==> config.mk <==
export PLATFORM = sky130hd
export DESIGN_NAME = sync_fifo_ctrl
export DESIGN_NICKNAME = d
export VERILOG_FILES = /design/src/rtl/sync_fifo_ctrl.sv
export SDC_FILE = /design/constraint.sdc
export NUM_CORES = 1
export LEC_CHECK = 0
export CORE_MARGIN = 5
export CORE_UTILIZATION = 43
export CTS_BUF_LIST = sky130_fd_sc_hd__clkbuf_8
export CTS_CLUSTER_DIAMETER = 100
export CTS_CLUSTER_SIZE = 20
export DETAILED_ROUTE_END_ITERATION = 6
export PLACE_DENSITY = 0.89
export SLEW_MARGIN = 5
export SYNTH_ARGS = -nofsm -noshare
export SYNTH_HDL_FRONTEND = slang
export SYNTH_SLANG_ARGS = --single-unit
==> constraint.sdc <==
create_clock -name clk -period 7.8 [get_ports clk]
set_clock_uncertainty 0.1 [all_clocks]
set_input_delay 1.56 -clock clk [delete_from_list [all_inputs] [get_ports clk]]
set_output_delay 1.56 -clock clk [all_outputs]
set_load 0.005 [all_outputs]
==> src/rtl/sync_fifo_ctrl.sv <==
`default_nettype none
// ============================================================================
// Module      : sync_fifo_ctrl
// Description : Pointer, occupancy and valid/ready handshake controller for a
//               first-word-fall-through FIFO built on an external two-port RAM.
// Revision    : 1.0 - initial release
// ============================================================================
module sync_fifo_ctrl #(
   parameter int DW        = 18,
   parameter int AW        = 7,
   parameter int AFULL_LVL = 2**AW - 4
) (
   input  logic          clk,
   input  logic          rst,
   input  logic          in_vld,
   output logic          in_rdy,
   input  logic [DW-1:0] in_data,
   output logic          out_vld,
   input  logic          out_rdy,
   output logic [DW-1:0] out_data,
   output logic [AW:0]   count,
   output logic          afull,
   output logic          ram_wen,
   output logic [AW-1:0] ram_wr_addr,
   output logic [DW-1:0] ram_wr_data,
   output logic [AW-1:0] ram_rd_addr,
   input  logic [DW-1:0] ram_rd_data
);

   localparam logic [AW:0] c_afull_lvl = (AW+1)'(AFULL_LVL);

   logic [AW:0] r_wr_ptr;
   logic [AW:0] r_rd_ptr;
   logic [AW:0] r_count;

   logic w_empty;
   logic w_full;
   logic w_push;
   logic w_pop;

   // Pointers carry an extra wrap bit so full and empty are distinguishable.
   assign w_empty = (r_wr_ptr == r_rd_ptr);
   assign w_full  = (r_wr_ptr[AW-1:0] == r_rd_ptr[AW-1:0]) &&
                    (r_wr_ptr[AW] != r_rd_ptr[AW]);

   assign in_rdy  = !w_full && !rst;
   assign out_vld = !w_empty && !rst;
   assign w_push  = in_vld && in_rdy;
   assign w_pop   = out_vld && out_rdy;

   assign ram_wen     = w_push;
   assign ram_wr_addr = r_wr_ptr[AW-1:0];
   assign ram_wr_data = in_data;
   assign ram_rd_addr = r_rd_ptr[AW-1:0];
   assign out_data    = ram_rd_data;

   assign count = r_count;
   assign afull = (r_count >= c_afull_lvl);

   always_ff @(posedge clk or posedge rst) begin
      if (rst) begin
         r_wr_ptr <= '0;
         r_rd_ptr <= '0;
         r_count  <= '0;
      end else begin
         if (w_push) begin
            r_wr_ptr <= r_wr_ptr + 1'b1;
         end
         if (w_pop) begin
            r_rd_ptr <= r_rd_ptr + 1'b1;
         end
         case ({w_push, w_pop})
            2'b10:   r_count <= r_count + 1'b1;
            2'b01:   r_count <= r_count - 1'b1;
            default: r_count <= r_count;
         endcase
      end
   end

endmodule
`default_nettype wire

# After elaboration in Yosys (flattened, before gate mapping)
# Index checks and enable logic that the tools add are counted.
# word_totals
wordCells	23
input_bits	40
output_inout_bits	62
reg_bits	24
# op_classes
muxes	1
magnitude_cmp	1
reduce_logical	9
eq_ne	5
add_sub_neg	4
# ops
operator	count
adder 8 x 1 -> 8 bit, second input constant	3
one-hot mux 8 bit (2 select lines)	1
== test 8 bit	1
>= comparator 8 x 7 -> 1 bit, second input constant	1
subtractor 8 x 1 -> 8 bit, second input constant	1
== test 7 bit	1
logical AND 1 bit	5
logical NOT 1 bit	3
== test 2 x 1 -> 1 bit, second input constant	1
== test 2 bit, second input constant	1
nonzero test 2 bit	1
inequality test 1 bit	1

# Longest topological paths before layout
# Gate-level depths: netlist (run 1).
# depth
word_depth	7
depth_mapped	12
mapped_depth_nobuf	12

# Worst setup path after synthesis (run 1)
# Ideal clock, no wire load.
# synth_path
path_type	input to register
start	input port rst
end	register r_count[7] (netlist: count[7])
path_slack_ns	3.193
path_stages	10
t_arrival_ns	4.383
path_buffers	0
t_required_ns	7.576
setup_ns	0.124
cell_sequence	inv_1 nand2_1 a31oi_2 ha_1 ha_1 and3_1 a2111o_1 o32ai_1 a41oi_1 xnor2_1
# synth_via
elab_chain_cells	5
word_cells_on_any_way	9
cone_classes	eq/ne: 2; mux: 1; reduce/logical: 6
# synth_rtl
item	line_no	source
from (decl)	14	input logic rst,
logical NOT 1 bit (no source line) (*)	n/a	
logical AND 1 bit (*)	47	assign out_vld = !w_empty && !rst;
logical AND 1 bit (*)	49	assign w_pop = out_vld && out_rdy;
named net w_pop	39	logic w_pop;
== test 2 x 1 -> 1 bit / == test 2 bit (equally long branches)	72	case ({w_push, w_pop})
one-hot mux 8 bit (2 select lines) / nonzero test 2 bit (equally long branches)	n/a	
to (signal assigned)	73	2'b10: r_count <= r_count + 1'b1;
to (signal assigned)	74	2'b01: r_count <= r_count - 1'b1;
to (signal assigned)	75	default: r_count <= r_count;
to (decl)	34	logic [AW:0] r_count;
# Mark *: on every way through the listed nets, which the timed path passes. The rest lies on a longest branch.
# A chain may end at the register's enable or synchronous reset.

# Final worst setup path (run 1)
# layout_path
start	input port rst
end	output port ram_wen
# layout_via
elab_chain_cells	3
# layout_rtl
item	line_no	source
logical NOT 1 bit (no source line)	n/a	
logical AND 1 bit	46	assign in_rdy = !w_full && !rst;
logical AND 1 bit	48	assign w_push = in_vld && in_rdy;
to (decl)	23	output logic ram_wen,
# No other way between the ends.

==> results of run 1 <==
==> power breakdown <==
part / switching, uW / total, uW / internal [uW]
Clock: 38.7 / 73.3 / 34.6
Combinational: 164 / 364 / 200
Sequential: 74.8 / 248 / 173
Total: 277 / 686 / 408
==> placed cells by master, fill, tap and decap left out, drive strengths merged <==
cell / netlist / routed
nor2b: 4 / 4
mux2i: 1 / 1
dfrtp: 24 / 24
nor3: 1 / 1
nor2: 5 / 5
a311oi: 1 / 1
nand4: 4 / 4
a31oi: 4 / 4
mux2: 2 / 2
o32ai: 1 / 1
nand2b: 1 / 1
nor4: 1 / 1
a31o: 1 / 1
clkdlybuf4s50: 0 / 29
and4: 2 / 2
a221oi: 1 / 1
a41oi: 1 / 1
or3: 1 / 1
xor2: 15 / 15
a21o: 2 / 2
nand3: 6 / 6
o31ai: 1 / 1
fa: 1 / 1
a22oi: 1 / 1
nand2: 13 / 13
clkbuf: 2 / 3
xnor2: 13 / 13
and3: 7 / 7
a2111o: 1 / 1
a21oi: 2 / 2
and2: 1 / 1
nor3b: 2 / 2
inv: 7 / 7
ha: 9 / 9
o21ai: 6 / 6
==> stage by stage <==
| step | instances | util | worst slack, ns |
|---|---|---|---|
| 2_1_floorplan | 194 | - | 3.19 |
| 3_3_place_gp | 223 | 0.430 | 2.37 |
| 3_5_place_dp | 223 | 0.430 | 2.23 |
| 4_1_cts | 226 | 0.439 | 2.25 |
| 5_1_grt | 226 | 0.439 | 1.99 |
| 6_report | 226 | 0.439 | 2.32 |
==> layout make-up <==
type | count | share of cell area
multi-input combinational | 111 | 0.458
sequential | 24 | 0.318
timing repair buffer | 29 | 0.154
tap | 52 | 0.0345
clock buffer | 3 | 0.0219
inverter | 7 | 0.0139
==> cells by family after synthesis <==
group,share of synthesized area
buffers and inverters,0.218
AND/OR/NAND/NOR,0.150
XOR/XNOR,0.131
flip-flops,0.321
AO/OA/AOI/OAI,0.0902
adder cells (fa/ha/maj),0.0708
multiplexers,0.0194
==> registers in the layout, summed over array words and instances, names as in the netlist <==
signal / count
count: 8
r_rd_ptr: 8
r_wr_ptr: 8
==> layer usage <==
metal  vias to the layer above  share of wire  track usage
li1                        576              -            -
met1                       572           0.41        0.146
met2                        50           0.48        0.199
met3                         5          0.088       0.0496
met4                         0          0.015       0.0587
met5                         -              0            0
==> worst max-delay path by stage <==
stage / cells past startpoint / start / to
3_5_place_dp: 11 / rst / count[7]
2_1_floorplan: 10 / rst / count[7]
5_1_grt: 5 / rst / ram_wen
3_3_place_gp: 5 / rst / ram_wen
6_report: 5 / rst / ram_wen
4_1_cts: 5 / rst / ram_wen
==> critical path, cell delays in order <==
cell and delay [ns]:
clkdlybuf4s50_1 0.46, inv_1 0.73, nand2_1 0.19, a31oi_2 0.31, clkdlybuf4s50_1 0.57
==> metrics.md, run 1 <==
| Metric | Value |
|---|---|
| Multi-input logic area | 863 sq um |
| Final Wtd Congestion | 0.823 |
| Max rail drop VDD | 0.000120 V |
| Vias in the first global route | 1159 |
| N_diodes | 0 |
| Die area | 5780 sq um |
| CTS H-tree lvls | 1 |
| Num rows | 24 |
| Hold worst-path end | count[7] |
| Slew of the pin with the lowest slew margin | 0.977 ns |
| Largest net degree at the start of global routing | 28 |
| Leading area contributor after synthesis | dfrtp_1 |
| Post-CTS resize count | 0 |
| Synth Instances | 194 |
| Hold Crit Start | count[7] |
| Initial Util | 0.436 |
| Most frequent cells after synthesis | buf_4, dfrtp_1, xor2_1 |
| Avg Cell Area, Syn | 9.65 sq um |
| Syn Nets | 244 |
| Dpl cell area | 1850 sq um |
| Die width | 76 microns |
| Startpoint types | input port |
| Synth warn | 0 |
| Final Hold Viols | 0 |
| Power per Cell Area | 363 nW/um^2 |
| Top post-synthesis cells by area | dfrtp_1, buf_4, xor2_1, xnor2_1, ha_1 |
| Fillers | 416 |
| Post-layout minimum cycle time | 5.48 ns |
| Clk buf depth | 2 |
| Reg-to-Reg End | count[7] |
| Final setup violating endpoints | 0 |
| Post-Syn Area | 1870 sq um |
| Drt pass-1 iters | 4 |
| DR vias/cell | 5.32 |
| CTS buffer count | 3 |
| Slew Limit Fails | 0 |
| Clock sinks | 24 |
| Fmax | 0.182 GHz |
| Hold Path Class | reg2reg |
| Worst Path Arrival | 3.82 ns |
| CTS tree | built |
| Die Span Y | 76 microns |
| Sequential cell area fraction in the yosys report | 0.321 |
| Worst skew pair latency | 0.27 ns |
| Antenna Violating Nets Remaining | 0 |
| Layout area overhead | 0.735% |
| Via count | 1203 |
| Routed len/inst | 15.8 microns |
| Top-Level Pins | 102 |
| Worst slew margin | 0.348 |
| GRT Residual Overflow | 0 |
| DP HPWL | 2.76 mm |
| Post-synth top flop | dfrtp_1 |
| R2R setup slack | 4.23 ns |
| Most common cell in the netlist | buf_4 |
| Share of layout cells above drive strength 1 | 0.0747 |
| CP Data Required Time | 6.14 ns |
| Hold Path Stages | 1 |
| Initial antenna violation count | 0 |
| Hold_buf cts | 0 |
| Overall routed net length | 3.57 mm |
| Asr flop ratio synth | 1.00 |
| Synthesized flop and latch total | 24 |
| Worst Setup End Kind | output pin |
| Post-CTS Setup Repair Bufs | 0 |
| DRC errors left | 0 |
| RSZ-0062 raised after global routing | false |
| Leak | 0.000841 uW |
| Hold Worst Slack | 0.412 ns |
| Worst-path fanout max | 27 |
| Core area | 4290 sq um |
| Part of the cycle the worst path needs | 0.703 |
| Fin nets | 226 |
| Worst r2r path cells | 11 |
| Buffers on Ports | 29 |
| Reg2Reg Launch Point | r_wr_ptr[5] |
| Setup TNS | 0 ns |
| Clock slew at reported path FFs | 0.08 ns |
| Drt initial violations | 34 |
| Max-cap viol count | 0 |
| Total global-route track usage | 0.125 |
| Root Driver | clkbuf_8 |
| Sequential cell area | 601 sq um |
| Netlist cell types | 39 |
| Worst Path Class, Setup | in2out |
| First-pass GRT wire length | 5.89 mm |
| Tot Pwr | 686 uW |
| Yosys top cell area share | 0.321 |
| Post-synth EDFFs | 0 |
| Final Cell Area | 1890 sq um |
| Status | finished, final reports clean |
(Power assumes the default switching activity.)
==> run 2, diff against run 1 <==
--- a/config.mk
+++ b/config.mk
@@ -6,12 +6,12 @@
 export NUM_CORES = 1
 export LEC_CHECK = 0
 export CORE_MARGIN = 5
-export CORE_UTILIZATION = 43
+export CORE_UTILIZATION = 40
 export CTS_BUF_LIST = sky130_fd_sc_hd__clkbuf_8
 export CTS_CLUSTER_DIAMETER = 100
 export CTS_CLUSTER_SIZE = 20
 export DETAILED_ROUTE_END_ITERATION = 6
-export PLACE_DENSITY = 0.89
+export PLACE_DENSITY = 0.83
 export SLEW_MARGIN = 5
 export SYNTH_ARGS = -nofsm -noshare
 export SYNTH_HDL_FRONTEND = slang
==> constraint.sdc (replaced) <==
create_clock -name clk -period 5.1 [get_ports clk]
set_clock_uncertainty 0.1 [all_clocks]
set_input_delay 1.02 -clock clk [delete_from_list [all_inputs] [get_ports clk]]
set_output_delay 1.02 -clock clk [all_outputs]
set_load 0.005 [all_outputs]
==> run 2 against run 1 <==
  * Count of clock-buffer cells in the layout unchanged
  * Non-clock buffer count up 2
  * Sequential power up 54%
  * Sequential share of layout area down 0.74 points
==> metrics.md, run 2 (synthesis results as in run 1) <==
| Metric | Value |
|---|---|
| Drt pass-1 iters | 4 (unchanged) |
| Overall routed net length | 3.60 mm (+0.64%) |
| Inst Count DP | 225 (+0.90%) |
| Drt initial violations | 28 (-18%) |
| Sw frac | 0.388 (-0.0163) |
| Part of the cycle the worst path needs | 0.826 |
| R2R setup slack | 1.41 ns (-2.82 ns) |
| Die width | 78.4 microns (+3.2%) |
| Worst Path Arrival | 4.27 ns (+0.45 ns) |
| Worst path cell trace | clkdlybuf4s50_1 > inv_1 > nand2_1 > a31oi_2 > ha_1 > ha_1 > and3_1 > a2111o_1 > o32ai_1 > a41oi_1 > xnor2_1 |
| Leak | 0.000865 uW (+2.8%) |
| Int Pwr | 677 uW (+66%) |
| Clk buf depth | 2 (unchanged) |
| Finished Layout Cells | 229 (+1.3%) |
| Clock sinks | 24 (unchanged) |
| Hold Crit Start | count[0] |
| DP HPWL | 2.73 mm (-1.0%) |
| Fin nets | 228 (+0.88%) |
| Dpl cell area | 1860 sq um (+0.81%) |
| First-pass GRT wire length | 5.95 mm (+1.2%) |
| Hold_buf cts | 0 (unchanged) |
| Hold Path Class | reg2reg |
| Worst-path fanout max | 10 (-63%) |
| N_diodes | 0 (unchanged) |
| Post-CTS resize count | 0 (unchanged) |
| Core area | 4440 sq um (+3.5%) |
| Reg2Reg Launch Point | r_wr_ptr[2] |
| CTS tree | built |
| CTS buffer count | 3 (unchanged) |
| Largest net degree at the start of global routing | 18 (-36%) |
| Post-CTS Setup Repair Bufs | 0 (unchanged) |
| Startpoint types | input port |
| Die Span Y | 78.4 microns (+3.2%) |
| Worst slew margin | 0.646 (+0.298) |
| Initial Util | 0.421 (-0.0147) |
| Post-layout minimum cycle time | 4.21 ns |
| Final setup violating endpoints | 0 (unchanged) |
| Commonest cells after routing, fill and taps aside | clkdlybuf4s50_1, dfrtp_1, xor2_1, nand2_1, xnor2_1 |
| Die area | 6150 sq um (+6.5%) |
| Initial antenna violation count | 0 (unchanged) |
| Max-cap viol count | 0 (unchanged) |
| Antenna Violating Nets Remaining | 0 (unchanged) |
| RSZ-0062 raised after global routing | false |
| Via count | 1214 (+0.91%) |
| Worst Path Class, Setup | in2reg |
| Final Wtd Congestion | 0.843 (+2.5%) |
| GRT Residual Overflow | 0 (unchanged) |
| Buffers on Ports | 29 (unchanged) |
| Setup TNS | 0 ns (unchanged) |
| Slew Limit Fails | 0 (unchanged) |
| Final Hold Viols | 0 (unchanged) |
| CP peak stage delay | 0.47 ns (-0.26 ns) |
| Status | finished, final reports clean |
| DRC errors left | 0 (unchanged) |
| Fmax | 0.237 GHz |
| Clock share of power | 0.154 (+0.047) |
| Share of layout cells above drive strength 1 | 0.0904 (+0.0157) |
| Top-Level Pins | 102 (unchanged) |
| Power per Cell Area | 573 nW/um^2 (+58%) |
| Sequential cell area | 601 sq um (unchanged) |
| Root Driver | clkbuf_8 |
| Total global-route track usage | 0.120 (-0.00491) |
| Sw Pwr | 430 uW (+55%) |
| Cell mode on critical path | ha_1 |
| Worst skew pair latency | 0.27 ns (about the same) |
| Crit. Startpoint | rst |
| Routed len/inst | 15.7 microns (-0.67%) |
| Commonest non-fill, non-tap cell in the layout | clkdlybuf4s50_1 |
| Fillers | 436 (+4.8%) |
| Clock slew at reported path FFs | 0.09 ns (about the same) |
| Slew of the pin with the lowest slew margin | 0.528 ns (-0.449 ns) |
| Layout area overhead | 3.14% |
| Vias in the first global route | 1231 (+6.2%) |
| Slowest CP cell | a2111o_1 |
| Worst Setup End Kind | flop |
| Final Cell Area | 1930 sq um (+2.4%) |
| CP Data Required Time | 5.16 ns (-0.98 ns) |
| Max rail drop VDD | 0.000278 V (+130%) |
| Register share of total power | 0.344 (-0.018) |
| Comb pwr share | 0.502 (-0.029) |
| Num rows | 24 (unchanged) |
| Multi-input logic area | 863 sq um (unchanged) |
| DR vias/cell | 5.30 (-0.41%) |
| CTS H-tree lvls | 1 (unchanged) |
## run 2: cell count changes in the layout (fill, tap and decap cells not counted)
cell	delta
buf_4	+2
bufinv_16	+1
## run 2: power groups by stage
stage / registers [uW] / logic, uW / clock network [uW]
after floorplan: 355 / 413 / 0
after global placement: 383 / 540 / 0
after detailed placement: 385 / 558 / 0
after CTS: 381 / 563 / 176
after global routing: 399 / 618 / 181
final: 381 / 555 / 171
## run 2: worst max-delay path: cells and delay by family
family	cells	cell delay [ns]
XOR/XNOR	1	0.15
AND/OR/NAND/NOR	2	0.35
buffers and inverters	2	0.74
adder cells (fa/ha/maj)	2	0.79
AO/OA/AOI/OAI	4	1.22
## run 2: area by class of cell
type / instances / share of cell area
multi-input combinational: 111 / 0.447
sequential: 24 / 0.311
timing repair buffer: 31 / 0.158
tap: 52 / 0.0337
clock buffer: 3 / 0.0214
clock inverter: 1 / 0.0155
inverter: 7 / 0.0136
## run 2: per-layer routing
layer	up-vias	global-route usage	wire [microns]
met5	-	0	0
met4	0	0.0350	41
met3	7	0.0400	226
met2	41	0.199	1720
met1	587	0.148	1610
li1	579	-	-
## run 2: final timing paths
| kind | endpoint | cells past startpoint |
|---|---|---|
| max in group asynchronous | count[2] | 3 |
| min | count[0] | 1 |
| min in group asynchronous | r_rd_ptr[3] | 2 |
| min reg2reg | count[0] | 1 |
| max | count[7] | 11 |
| max reg2reg | count[7] | 11 |
## run 2: metrics by stage
step	hold slack [ns]	utilization	power [uW]	setup WS, ns
after floorplan	0.390	-	768	1.03
after global placement	0.414	0.419	923	0.815
after detailed placement	0.429	0.419	943	0.608
after CTS	0.442	0.435	1120	0.892
after global routing	0.463	0.435	1200	0.628
final	0.432	0.435	1110	0.888
